--- config.mk ---
export PLATFORM = sky130hd
export DESIGN_NAME = i2s_fifo_tx
export DESIGN_NICKNAME = d
export VERILOG_FILES = /design/src/rtl/i2s_pkg.sv /design/src/rtl/i2s_bclk_gen.sv /design/src/rtl/i2s_fifo_tx.sv
export SDC_FILE = /design/constraint.sdc
export NUM_CORES = 1
export LEC_CHECK = 0
export CAP_MARGIN = 20
export CORE_UTILIZATION = 35
export CTS_CLUSTER_DIAMETER = 100
export DETAILED_ROUTE_END_ITERATION = 10
export PLACE_DENSITY_LB_ADDON = 0.1
export SLEW_MARGIN = 15
export SYNTH_ARGS = -nofsm -noshare
export SYNTH_HDL_FRONTEND = slang
export SYNTH_SLANG_ARGS = --single-unit
--- constraint.sdc ---
create_clock -name clk -period 2.3 [get_ports clk]
set_clock_uncertainty 0.1 [all_clocks]
set_input_delay 0.46 -clock clk [delete_from_list [all_inputs] [get_ports clk]]
set_output_delay 0.46 -clock clk [all_outputs]
set_load 0.03 [all_outputs]
--- src/rtl/i2s_pkg.sv ---
// -----------------------------------------------------------------------------
// i2s_pkg
// Shared types and helpers for the I2S FIFO transmitter.
//   state_e      : transmitter FSM states (IDLE, RUN, DRAIN)
//   LEFT / RIGHT : word-select (i2s_lrclk) levels for the two channels
//   div_cnt_w()  : width of the BCLK divider counter for a given BCLK_DIV
// -----------------------------------------------------------------------------
package i2s_pkg;

  typedef enum logic [1:0] {
    IDLE  = 2'd0,
    RUN   = 2'd1,
    DRAIN = 2'd2
  } state_e;

  localparam logic LEFT  = 1'b0;
  localparam logic RIGHT = 1'b1;

  // $clog2(1) is 0, so keep at least one bit for degenerate dividers.
  function automatic int unsigned div_cnt_w(input int unsigned div);
    return (div > 1) ? $clog2(div) : 1;
  endfunction

endpackage

--- src/rtl/i2s_bclk_gen.sv ---
// -----------------------------------------------------------------------------
// i2s_bclk_gen
// Bit-clock generator. Counts 0..BCLK_DIV-1 and toggles bclk at the terminal
// count, so bclk has a period of 2*BCLK_DIV clk cycles. The fall/rise strobes
// are high in the clk cycle whose closing edge makes bclk fall/rise, letting
// the owner update outputs on the same edge that drops bclk.
// Parameters:
//   BCLK_DIV : clk cycles per bclk half-period (>= 2)
// Ports:
//   clk  in  : system clock
//   rst  in  : synchronous, active-high reset
//   run  in  : enable; while low the counter is cleared and bclk held at 0
//   bclk out : bit clock
//   fall out : one-cycle strobe, bclk goes 1->0 at the next clk edge
//   rise out : one-cycle strobe, bclk goes 0->1 at the next clk edge
// -----------------------------------------------------------------------------
module i2s_bclk_gen
  import i2s_pkg::*;
#(
  parameter int unsigned BCLK_DIV = 8
) (
  input  logic clk,
  input  logic rst,
  input  logic run,
  output logic bclk,
  output logic fall,
  output logic rise
);

  localparam int unsigned      CW       = div_cnt_w(BCLK_DIV);
  localparam logic [CW-1:0]    CNT_LAST = CW'(BCLK_DIV - 1);

  logic [CW-1:0] cnt_q, cnt_d;
  logic          bclk_q, bclk_d;
  logic          term;

  // NOTE: every variable assigned in an always_comb gets a default first;
  // a path that leaves one unassigned would infer a latch.
  always_comb begin
    term   = run && (cnt_q == CNT_LAST);
    cnt_d  = cnt_q;
    bclk_d = bclk_q;
    if (!run) begin
      cnt_d  = '0;
      bclk_d = 1'b0;
    end else if (term) begin
      cnt_d  = '0;
      bclk_d = ~bclk_q;
    end else begin
      cnt_d  = cnt_q + 1'b1;
    end
  end

  // NOTE: sequential state uses non-blocking assignments only, so every
  // register samples the pre-edge values regardless of statement order.
  always_ff @(posedge clk) begin
    if (rst) begin
      cnt_q  <= '0;
      bclk_q <= 1'b0;
    end else begin
      cnt_q  <= cnt_d;
      bclk_q <= bclk_d;
    end
  end

  assign bclk = bclk_q;
  assign fall = term &&  bclk_q;
  assign rise = term && !bclk_q;

endmodule

--- src/rtl/i2s_fifo_tx.sv ---
// -----------------------------------------------------------------------------
// i2s_fifo_tx
// Drains WIDTH-bit PCM words from a FIFO and serialises them as stereo I2S
// (left first, MSB first, one-bit delay after each word-select change).
// An empty FIFO at fetch time raises a one-cycle underrun pulse and the slot
// carries a substitute word; the serial stream never stalls.
// Build option:
//   I2S_TX_HOLD_LAST_EN defined   : underrun slot repeats the last word read
//                                   (0 if none since reset)
//   I2S_TX_HOLD_LAST_EN undefined : underrun slot is silence (0)
// Parameters:
//   WIDTH    : bits per sample word and per I2S slot
//   BCLK_DIV : clk cycles per bclk half-period (>= 2)
// Ports:
//   clk        in  : system clock
//   rst        in  : synchronous, active-high reset
//   en         in  : run request
//   fifo_rd    out : one-cycle FIFO read strobe
//   fifo_dout  in  : FIFO data, valid the cycle after fifo_rd
//   fifo_empty in  : FIFO empty, sampled in the cycle fifo_rd would assert
//   i2s_bclk   out : bit clock
//   i2s_lrclk  out : word select (0 = left, 1 = right)
//   i2s_sdata  out : serial data
//   underrun   out : one-cycle pulse when a fetch found the FIFO empty
//   busy       out : high while not IDLE
// -----------------------------------------------------------------------------
module i2s_fifo_tx
  import i2s_pkg::*;
#(
  parameter int unsigned WIDTH    = 16,
  parameter int unsigned BCLK_DIV = 8
) (
  input  logic             clk,
  input  logic             rst,
  input  logic             en,
  output logic             fifo_rd,
  input  logic [WIDTH-1:0] fifo_dout,
  input  logic             fifo_empty,
  output logic             i2s_bclk,
  output logic             i2s_lrclk,
  output logic             i2s_sdata,
  output logic             underrun,
  output logic             busy
);

  localparam int unsigned   BW       = (WIDTH > 1) ? $clog2(WIDTH) : 1;
  localparam logic [BW-1:0] BIT_LAST = BW'(WIDTH - 1);

  state_e           state_q, state_d;
  logic             run;
  logic             bclk_fall;
  logic             bclk_rise_unused;

  logic [BW-1:0]    bit_q, bit_d;        // falls since the last word-select change
  logic             lrclk_q, lrclk_d;
  logic             sdata_q, sdata_d;
  logic [WIDTH-1:0] shift_q, shift_d;
  logic [WIDTH-1:0] hold_q, hold_d;
  logic             started_q, started_d; // first fall since leaving IDLE seen
  logic             last_q, last_d;       // final right LSB is on the wire
  logic             rd_pend_q;            // fifo_dout is valid this cycle
  logic [WIDTH-1:0] fill_word;

  logic             slot_start;
  logic             drain_stop;
  logic             fetch;

  // Only falls matter here: all outputs move on falls, the codec samples on rises.
  i2s_bclk_gen #(.BCLK_DIV(BCLK_DIV)) u_bclk_gen (
    .clk  (clk),
    .rst  (rst),
    .run  (run),
    .bclk (i2s_bclk),
    .fall (bclk_fall),
    .rise (bclk_rise_unused)
  );

  // A slot begins on the word-select fall. The very first fall after IDLE
  // counts as one too, which forces left and issues the first fetch.
  assign slot_start = bclk_fall && (!started_q || (bit_q == BIT_LAST));

  // ---------------------------------------------------------------- FSM
  always_ff @(posedge clk) begin
    if (rst) state_q <= IDLE;
    else     state_q <= state_d;
  end

  always_comb begin
    state_d = state_q;
    case (state_q)
      IDLE:  if (en) state_d = RUN;
      RUN:   if (!en) state_d = DRAIN;
      DRAIN: begin
        if (last_q && bclk_fall)                 state_d = IDLE;
        else if (en && !last_q && !drain_stop)   state_d = RUN;
      end
      default: state_d = IDLE;
    endcase
  end

  always_comb begin
    busy       = (state_q != IDLE);
    run        = busy;
    // While draining, the slot that would start a new left word is not
    // fetched; it only carries the right LSB for one bit period.
    drain_stop = slot_start && (state_q == DRAIN) && (!started_q || (lrclk_q == RIGHT));
    fetch      = slot_start && busy && !drain_stop;
    fifo_rd    = fetch && !fifo_empty && !rst;
    underrun   = fetch &&  fifo_empty && !rst;
  end

  // -------------------------------------------------- underrun fill word
`ifdef I2S_TX_HOLD_LAST_EN
  logic [WIDTH-1:0] last_word_q;

  always_ff @(posedge clk) begin
    if (rst)            last_word_q <= '0;
    else if (rd_pend_q) last_word_q <= fifo_dout;
  end

  assign fill_word = last_word_q;
`else
  assign fill_word = '0;
`endif

  // ------------------------------------------------------------ datapath
  always_comb begin
    bit_d     = bit_q;
    lrclk_d   = lrclk_q;
    sdata_d   = sdata_q;
    shift_d   = shift_q;
    hold_d    = hold_q;
    started_d = started_q;
    last_d    = last_q;

    if (rd_pend_q)     hold_d = fifo_dout;
    else if (underrun) hold_d = fill_word;

    if (bclk_fall) begin
      if (last_q) begin
        // Right LSB has had its bit period; return the wire to idle.
        bit_d     = '0;
        lrclk_d   = LEFT;
        sdata_d   = 1'b0;
        shift_d   = '0;
        started_d = 1'b0;
        last_d    = 1'b0;
      end else if (slot_start) begin
        // Word select flips while the previous word's LSB goes out.
        bit_d     = '0;
        lrclk_d   = started_q ? ~lrclk_q : LEFT;
        started_d = 1'b1;
        sdata_d   = shift_q[WIDTH-1];
        shift_d   = shift_q << 1;
        last_d    = drain_stop;
      end else if (bit_q == '0) begin
        // One bit after the word-select change: the new word's MSB.
        sdata_d   = hold_q[WIDTH-1];
        shift_d   = hold_q << 1;
        bit_d     = bit_q + 1'b1;
      end else begin
        sdata_d   = shift_q[WIDTH-1];
        shift_d   = shift_q << 1;
        bit_d     = bit_q + 1'b1;
      end
    end
  end

  always_ff @(posedge clk) begin
    if (rst) begin
      bit_q     <= '0;
      lrclk_q   <= LEFT;
      sdata_q   <= 1'b0;
      shift_q   <= '0;
      hold_q    <= '0;
      started_q <= 1'b0;
      last_q    <= 1'b0;
      rd_pend_q <= 1'b0;
    end else begin
      bit_q     <= bit_d;
      lrclk_q   <= lrclk_d;
      sdata_q   <= sdata_d;
      shift_q   <= shift_d;
      hold_q    <= hold_d;
      started_q <= started_d;
      last_q    <= last_d;
      rd_pend_q <= fifo_rd;
    end
  end

  assign i2s_lrclk = lrclk_q;
  assign i2s_sdata = sdata_q;

endmodule
==> results.md, run 1 <==
* Outcome: completed
* Initial antenna violation count at 0
* Syn_nets at 209
* Port Buffer Count at 25
* Clock root buffer: clkbuf_8
* Die extent in y at 74.7 µm
* Area grow syn2layout at 30.9%
* Clock Sinks at between 40 and 50
* Row cnt at 26
* Crit path launch type: register
* GP Congestion at 0.768
* Synth async-reset ratio at 0%
* Power Dens Cells at 607 nW/µm²
* Final HPWL DP at 2590 µm
* Wire per inst at 13.0 µm
* CP Data Required Time at 1740 ps
* Cells after DPL at 277
* Fin Hold WS at 344 ps
* Max Clk Rate at about 0.46 GHz
* Worst-path fanout max at 7
* Max Slew Vio Count at 0
* Max Buffers Root-to-Sink at 2
* CP startpoint: state_q[0]$_SDFFE_PP0P_
* Antenna cell count at 0
* Placeable Area at between 5000 and 6000 µm²
* CTS clk-pin slew, worst paths at ~80 ps
* Flip-flop and latch area at 927 µm²
* Fin area at ~2400 µm²
* DRC at 0
* Clock Latency Late Sink at 290 ps
* Final setup violation count at 0
* Non-Filler Instances at about 290
* Initial Util at 36.2%
* Most frequent cells in the layout: dfxtp_1 (41), clkdlybuf4s50_1 (23), o21ai_0 (18)
* Syn avg cell area at 9.99 µm²
* TNS Setup at 0 ps
* Multi-input gate area at 947 µm²
* Endpoint class of the critical path: output pin
* Total global routing overflow at 0
* Largest net degree at the start of global routing at 17
* Commonest non-fill, non-tap cell in the layout: dfxtp_1
* TritonRoute pass-1 iters at 5
* Total number of yosys warnings at 0
* Worst Path Class, Setup: register to output pin
* I/O pin cnt at 26
* Max-cap violations at 0
* Fill cell count at 493
* Post-DP Area at 2210 µm²
* Vias in the first global route at approximately 1400
* First-pass GRT wire length at 6380 µm
* Critical path data arrival time at 1630 ps
* EDFF count, synth at 0
* Transition time of the tightest slew-check pin at 666 ps
* Post-synth top flop: dfxtp_1
* Post-synthesis sequential area ratio at 49.8%
* HP Class: register to register
* Syn Std Cell Area at 1850 µm²
* Final period util at 95.4%
* Die area at 5570 µm²
* Fraction of layout cells with a size suffix above 1 at ~18%
* Routed Antenna Nets at 0
* Min-delay src: u_bclk_gen.cnt_q[0]$_SDFF_PP0_
* CTS tree: built
* Fin crit period at 2190 ps
* Reg2reg start: u_bclk_gen.cnt_q[0]$_SDFF_PP0_
* Synth Register Bits at 46
* LEAKAGE at a little over 0.8 nW
* CTS buffer count at 5
* Mapped Cells at 185
* H-tree Lvls at 2
* Via count at 1439
* Drt total wl at around 3800 µm
* GRT Overall Usage at 15.1%
* Average vias per placed instance at 4.98
* Worst vdd ir at 0.264 mV
* Relative slew slack at between 50% and 60%
* Synth cell types at 36
* Final hold vios at 0
* Core Util, Final at between 40 and 50%
* Final net count at about 240
* Hold_buf cts at 0
* Slowest cell on crit path: clkdlybuf4s50_1
* Die span in x at 74.7 µm
* Critical path's largest stage delay at 660 ps
* Worst-path cell chain: nor2_1 > inv_1 > clkdlybuf4s50_1
* Iteration-0 DRC count of the detailed router at 50
## final timing paths
check,to,slack (ps),cells past startpoint
worst max-delay path,busy,110,3
worst min-delay path,u_bclk_gen.cnt_q[0]$_SDFF_PP0_,340,1
worst max register to register,hold_q[0]$_SDFFE_PP0P_,260,10
worst min register to register,u_bclk_gen.cnt_q[0]$_SDFF_PP0_,340,1
## final cells by class
| class | count | area share [%] |
|---|---|---|
| Inverter | 4 | 0.621 |
| Sequential cell | 46 | 38.3 |
| Multi-Input combinational cell | 125 | 39.2 |
| Tap cell | 70 | 3.62 |
| Timing Repair Buffer | 36 | 13.7 |
| Clock inverter | 2 | 1.55 |
| Clock buffer | 6 | 3.00 |
## per-layer routing
layer  up-vias  global-route usage [%]  wire (µm)
li1        736                       -          -
met1       672                    18.9       1690
met2        23                    24.9       1870
met3         8                    4.02        132
met4         0                    5.66         57
met5         -                       0          0
## cell families (layout without fill, tap and decap cells)
family	Yosys count	in the layout	share of synthesized area, %
xor gates and xnor gates	1	1	0.474
muxes	16	16	8.67
and+or+nand+nor	54	54	14.9
adders and majority gates	4	4	2.71
DFF	46	46	49.8
AOI/OAI and AO/OA	50	50	19.9
buffers and inverters	14	48	3.52
## sequential cells by signal, summed over array words and instances (netlist names), 2 cells and up
signal and flops:
shift_q 15, u_bclk_gen.cnt_q 3, state_q 2, bit_q 4, hold_q 16
## power by group
| group | switching, mW | internal (mW) |
|---|---|---|
| registers | 0.00428 | 0.798 |
| logic | 0.0287 | 0.0401 |
| clock network | 0.272 | 0.324 |
| total | 0.305 | 1.16 |
## per-stage QoR
| step | worst slack [ps] | total power [mW] |
|---|---|---|
| floorplan | -19.2 | 0.845 |
| global placement | 46.1 | 0.889 |
| detailed placement | 123 | 0.889 |
| CTS | 2.28 | 1.48 |
| global route | -1.36 | 1.53 |
| finish | 105 | 1.47 |
## Yosys cell counts (2+ instances only)
| cell | number | share of area (%) |
|---|---|---|
| dfxtp_1 | 46 | 50 |
| nand2_1 | 18 | 3.7 |
| o21ai_0 | 18 | 4.9 |
| a22o_1 | 16 | 7.6 |
| mux2i_1 | 16 | 8.7 |
| a21oi_1 | 8 | 2.2 |
| nor2_1 | 7 | 1.4 |
| nor3_1 | 7 | 1.9 |
| clkbuf_1 | 6 | 1.2 |
| ha_1 | 4 | 2.7 |
| inv_1 | 4 | 0.81 |
| nand2b_1 | 3 | 1.0 |
| nand3_1 | 3 | 0.81 |
| nor4_1 | 3 | 1.0 |
| and2_1 | 2 | 0.68 |
| nor2b_1 | 2 | 0.68 |
| nor3b_1 | 2 | 0.81 |
| or4_1 | 2 | 0.81 |
## timing repair
| action | in CTS | in global routing |
|---|---|---|
| gates resized for setup | 7 | 9 |
| pin swaps | 1 | 4 |
| cloned | 0 | 0 |
| endpoints found under the setup margin | 2 | 12 |
| buffers inserted | 2 | 2 |
## critical path, delay by kind of cell, from the launching register on
family / cells / cell delay [ps]
buf+inv: 2 / 730
flops: 1 / 490
simple gates: 1 / 130
Note: power is estimated with default switching activity, not from simulation.
==> inputs of run 2 (changes only) <==
--- a/config.mk
+++ b/config.mk
@@ -9,7 +9,6 @@
 export CORE_UTILIZATION = 35
 export CTS_CLUSTER_DIAMETER = 100
 export DETAILED_ROUTE_END_ITERATION = 10
-export PLACE_DENSITY_LB_ADDON = 0.1
 export SLEW_MARGIN = 15
 export SYNTH_ARGS = -nofsm -noshare
 export SYNTH_HDL_FRONTEND = slang
==> run 2 against run 1 <==
Cell area shrank 1.2%. Die area is the same. Via count shrank 1.0%. Wire length shrank 2.7%. Critical path depth grew 4. Flip-flop and latch count is the same. Register-to-register slack lost 30 ps. Total power grew 0.42%. Hold slack lost 29 ps. Combinational power is essentially flat. Maximum frequency shrank 2.0%. Clock power grew 1%. Critical endpoint is now underrun. Highest routed layer unchanged.
==> results.md, run 2 (synthesis results as in run 1) <==
* Worst-path fanout max at 3
* Reg with most FFs: hold_q
* Final period util at 97.3%
* Average vias per placed instance at 4.93
* Hold_buf cts at 0
* Int Pwr at 1.16 mW
* LEAKAGE at 0.828 nW
* Routed Antenna Nets at 0
* HP Class: register to register
* Fraction of layout cells with a size suffix above 1 at 17.4%
* GRT Overall Usage at about 15%
* Commonest non-fill, non-tap cell in the layout: dfxtp_1
* Vias in the first global route at 1345
* Clk pwr share at 40.9%
* Clock Latency Late Sink at 300 ps
* Unrepaired setup endpoints after global routing: true
* Via count at around 1400
* Drt total wl at 3650 µm
* Core Util, Final at 46.8%
* Max Slew Vio Count at 0
* Die extent in y at 74.7 µm
* Sw power at 310 µW
* Post-DP Area at 2220 µm²
* Reg power frac at 54.4%
* Clock Sinks at 46
* Max Clk Rate at 0.447 GHz
* Relative slew slack at 57.7%
* Total global routing overflow at 0
* DRC at 0
* Worst vdd ir at roughly 0.31 mV
* Iteration-0 DRC count of the detailed router at 70
* CTS buffer count at 5
* Port Buffer Count at 25
* Final net count at 242
* CTS clk-pin slew, worst paths at 80 ps
* Die span in x at 74.7 µm
* Antenna cell count at 0
* Max Buffers Root-to-Sink at 2
* Fin crit period at about 2200 ps
* GP Congestion at 0.792
* Power Dens Cells at 617 nW/µm²
* R2R cell count at 10
* Most frequent cells in the layout: dfxtp_1 (44), clkdlybuf4s50_1 (23), o21ai_0 (18)
* Max-cap violations at 0
* Final setup violation count at 0
* Clock root buffer: clkbuf_8
* Area grow syn2layout at 29.2%
* Sw Ratio at a little over a fifth
* First-pass GRT wire length at 6180 µm
* Final HPWL DP at 2390 µm
* Final hold vios at 0
* Critical path data arrival time at between 1500 and 2000 ps
* Wire per inst at 12.6 µm
* Hold depth at 1
* I/O pin cnt at 26
* Max reg flops at 16
* Gate power share at 4.7%
* Biggest regs: hold_q: 16 flops, shift_q: 15 flops, bit_q: 4 flops
* Die area at 5570 µm²
* Outcome: completed
* Initial Util at 36.2%
* CTS tree: built
* Endpoint class of the critical path: output pin
* Row cnt at 26
* H-tree Lvls at 2
* TritonRoute pass-1 iters at 4
* Fin area at 2390 µm²
* Transition time of the tightest slew-check pin at 633 ps
* CP Data Required Time at between 1500 and 2000 ps
* Largest net degree at the start of global routing at 17
* Worst Path Class, Setup: register to output pin
* Placeable Area at just over 5000 µm²
* Crit path launch type: register
* Initial antenna violation count at 0
run 2: worst max-delay path: stages (launching register included):
cell	delay (ps)
dfxtp_2	340
ha_2	190
ha_4	150
o211ai_2	100
a21oi_2	160
nand2_2	100
nor3b_2	160
buf_4	180
run 2: metrics by stage:
step	hold WS (ps)	std cells	setup WS, ps	TNS [ps]	total power, mW
global placement	325	277	13.7	0	0.889
global route	331	289	-68.1	-68.1	1.54
CTS	344	288	9.63	0	1.50
floorplan	307	185	-19.2	-19.2	0.845
finish	315	289	61.3	0	1.47
detailed placement	327	278	73.4	0	0.889
run 2: final cells by class:
class	count	area [µm²]
fill	510	2720
multi-input combinational	125	918
tap	70	87.6
sequential	46	923
clock buffer	5	68.8
inverter	4	15.0
clock inverter	3	43.8
timing repair buffer	36	332
run 2: worst paths after layout:
check                                      start                        endpoint  slack [ps]
setup / recovery  u_bclk_gen.cnt_q[0]$_SDFF_PP0_                        underrun          60
hold / removal    u_bclk_gen.cnt_q[0]$_SDFF_PP0_  u_bclk_gen.cnt_q[0]$_SDFF_PP0_         320
setup reg to reg  u_bclk_gen.cnt_q[0]$_SDFF_PP0_          hold_q[2]$_SDFFE_PP0P_         230
hold reg to reg   u_bclk_gen.cnt_q[0]$_SDFF_PP0_  u_bclk_gen.cnt_q[0]$_SDFF_PP0_         320
run 2: routing by layer:
| metal | wire length [µm] | global-route usage (%) | vias up |
|---|---|---|---|
| met3 | 113 | 4.02 | 7 |
| met4 | 69 | 6.92 | 0 |
| met5 | 0 | 0 | - |
| met2 | 1670 | 23.8 | 21 |
| li1 | - | - | 740 |
| met1 | 1800 | 19.1 | 656 |
run 2: power by group through the flow:
stage | logic, mW | registers (mW) | clock network, mW
floorplan | 0.0251 | 0.819 | 0
global placement | 0.0694 | 0.820 | 0
detailed placement | 0.0686 | 0.820 | 0
CTS | 0.0691 | 0.801 | 0.627
global route | 0.0750 | 0.802 | 0.662
finish | 0.0690 | 0.802 | 0.604
run 2: timing repair:
item / in CTS / in global routing
buffers inserted: 2 / 1
cloned: 0 / 0
pin swaps: 1 / 1
gates resized for setup: 6 / 4
endpoints found under the setup margin: 2 / 16
==> inputs of run 3 (changes only) <==
==> constraint.sdc (replaced) <==
create_clock -name clk -period 2.15 [get_ports clk]
set_clock_uncertainty 0.1 [all_clocks]
set_input_delay 0.43 -clock clk [delete_from_list [all_inputs] [get_ports clk]]
set_output_delay 0.43 -clock clk [all_outputs]
set_load 0.03 [all_outputs]
==> run 3 against run 2 <==
The flow now finishes with violations (setup timing). Count of clock-buffer cells in the layout up 1. Total power up 6.4%. Setup slack lost 82 ps.
==> results.md, run 3 (synthesis results as in run 1) <==
* Biggest regs: hold_q: 16 flops, shift_q: 15 flops, bit_q: 4 flops
* Clock Latency Late Sink at 290 ps
* HP Class: register to register
* Fill cell count at between 500 and 600
* Average vias per placed instance at slightly below 5
* CP Data Required Time at 1620 ps
* Routed Antenna Nets at 0
* Worst-path cell chain: ha_4 > ha_4 > o211ai_2 > a21oi_2 > nand2_2 > nor3b_4 > buf_6
* Final period util at 101%
* Wire per inst at 13.2 µm
* Die extent in y at 74.7 µm
* CTS tree: built
* TritonRoute pass-1 iters at 4
* CTS buffer count at 5
* Final hold vios at 0
* Critical path's largest stage delay at around 350 ps
* Non-Filler Instances at approximately 290
* Worst Path Class, Setup: register to output pin
* Failing checks: setup timing
* Row cnt at 26
* R2R cell count at 9
* Fin Hold WS at between 300 and 400 ps
* Slowest cell on crit path: dfxtp_2
* Max Slew Vio Count at 0
* Vias in the first global route at approximately 1400
* Most frequent cells in the layout: dfxtp_1 (42), clkdlybuf4s50_1 (22), o21ai_0 (18)
* Buf/Inv on CP at 1
* Total power at 1.57 mW
* Initial antenna violation count at 0
* CP dominant cell by count: ha_4
* Fin crit period at 2170 ps
* Flip-flop and latch area at slightly above 900 µm²
* Antenna cell count at 0
* Post-DP Area at 2270 µm²
* Area grow syn2layout at 32.8%
* Final setup violation count at 1
* Max reg flops at 16
* I/O pin cnt at 26
* Largest net degree at the start of global routing at 17
* Die area at 5570 µm²
* H-tree Lvls at 2
* Placeable Area at 5110 µm²
* Reg2reg start: u_bclk_gen.cnt_q[0]$_SDFF_PP0_
* Initial Util at between 30 and 40%
* Clock root buffer: clkbuf_8
* Max Clk Rate at 0.461 GHz
* Port Buffer Count at 25
* GP Congestion at 0.717
* Die span in x at 74.7 µm
* Fin area at 2450 µm²
* Endpoint class of the critical path: output pin
* Crit path to: underrun
* GRT Overall Usage at 15.8%
* Transition time of the tightest slew-check pin at ~570 ps
* Max Buffers Root-to-Sink at 2
* Reg with most FFs: hold_q
* Worst-path fanout max at 3
* CP startpoint: u_bclk_gen.cnt_q[0]$_SDFF_PP0_
* Total global routing overflow at 0
* R2R Setup Slk at 250 ps
* Final net count at around 250
* Drt total wl at slightly below 4000 µm
* DRC at 0
* Delay-heaviest family, CP: flip-flops
* LEAKAGE at roughly 0.85 nW
* Commonest non-fill, non-tap cell in the layout: dfxtp_1
* Crit path launch type: register
* Fin worst setup slack at -20.6 ps
* Outcome: finished, violations left
* Power Dens Cells at between 600 and 700 nW/µm²
* Relative slew slack at between 60% and 70%
* Cells after DPL at about 280
* First-pass GRT wire length at approximately 6600 µm
* Worst vdd ir at 0.366 mV
* Fraction of layout cells with a size suffix above 1 at 19.3%
* Clock Sinks at 46
* Unrepaired setup endpoints after global routing: true
* CTS clk-pin slew, worst paths at roughly 80 ps
* Core Util, Final at between 40% and 50%
* Via count at between 1000 and 1500
* Reg-to-reg endpoint: hold_q[15]$_SDFFE_PP0P_
* Max-cap violations at 0
* Final HPWL DP at 2470 µm
* WP depth at 7
* Critical path data arrival time at between 1500 and 2000 ps
* Multi-input gate area at 951 µm²
* Iteration-0 DRC count of the detailed router at 80
## run 3: changes by cell type in the layout (fill, tap and decap cells not counted), moves of 2 or more
cell,delta
buf_4,+3
dfxtp_1,-2
dfxtp_2,+2
ha_2,-2
ha_4,+2
## run 3: worst register-to-register path, stage by stage (launching register included)
cell and delay (ps):
dfxtp_2 340, ha_4 160, ha_4 160, o211ai_2 80, a21oi_2 60, buf_4 130, buf_4 130, a311oi_4 260
buf_4 260, a22o_1 170
## run 3: power breakdown
group | switching [mW] | internal (mW) | leakage (nW)
sequential | 0.00412 | 0.854 | 0.373
combinational | 0.0327 | 0.0436 | 0.431
clock | 0.288 | 0.347 | 0.0514
total | 0.324 | 1.24 | 0.855
## run 3: worst min path at each step
stage                                               from                              to  slack (ps)  cells after the start
after floorplan           u_bclk_gen.cnt_q[0]$_SDFF_PP0_  u_bclk_gen.cnt_q[0]$_SDFF_PP0_         310                      1
after global placement    u_bclk_gen.cnt_q[0]$_SDFF_PP0_  u_bclk_gen.cnt_q[0]$_SDFF_PP0_         320                      1
after detailed placement  u_bclk_gen.cnt_q[0]$_SDFF_PP0_  u_bclk_gen.cnt_q[0]$_SDFF_PP0_         320                      1
after CTS                 u_bclk_gen.cnt_q[0]$_SDFF_PP0_  u_bclk_gen.cnt_q[0]$_SDFF_PP0_         340                      1
after global routing      u_bclk_gen.cnt_q[0]$_SDFF_PP0_  u_bclk_gen.cnt_q[0]$_SDFF_PP0_         350                      1
final                     u_bclk_gen.cnt_q[0]$_SDFF_PP0_  u_bclk_gen.cnt_q[0]$_SDFF_PP0_         340                      1
## run 3: area by class of cell
class,count,area share [%]
clock inverters,2,1.53
repair buffers,40,14.8
clock buffers,6,2.96
flip-flops and latches,46,37.7
well taps,70,3.57
multi-input cells,125,38.8
inverters,4,0.612
## run 3: routing by layer
| metal | vias up | share of wire, % | track usage, % |
|---|---|---|---|
| met4 | 0 | 1.0 | 5.03 |
| met3 | 4 | 3.0 | 4.82 |
| met2 | 31 | 47 | 25.6 |
| met1 | 676 | 49 | 20.2 |
| li1 | 744 | - | - |
| met5 | - | 0 | 0 |
## run 3: metrics by stage
step | TNS, ps | setup slack (ps)
global route | -175 | -115
detailed placement | 0 | 12.2
finish | -20.6 | -20.6
floorplan | 0 | 13.3
global placement | 0 | 87.7
CTS | -44.3 | -44.3
## run 3: timing repair
| item | CTS | global route |
|---|---|---|
| setup endpoints to repair | 3 | 17 |
| buffers inserted | 1 | 1 |
| resized for setup | 14 | 2 |
| endpoints found under the hold margin | 0 | 0 |
| hold buffers | 0 | 0 |
| pin swaps | 4 | 3 |
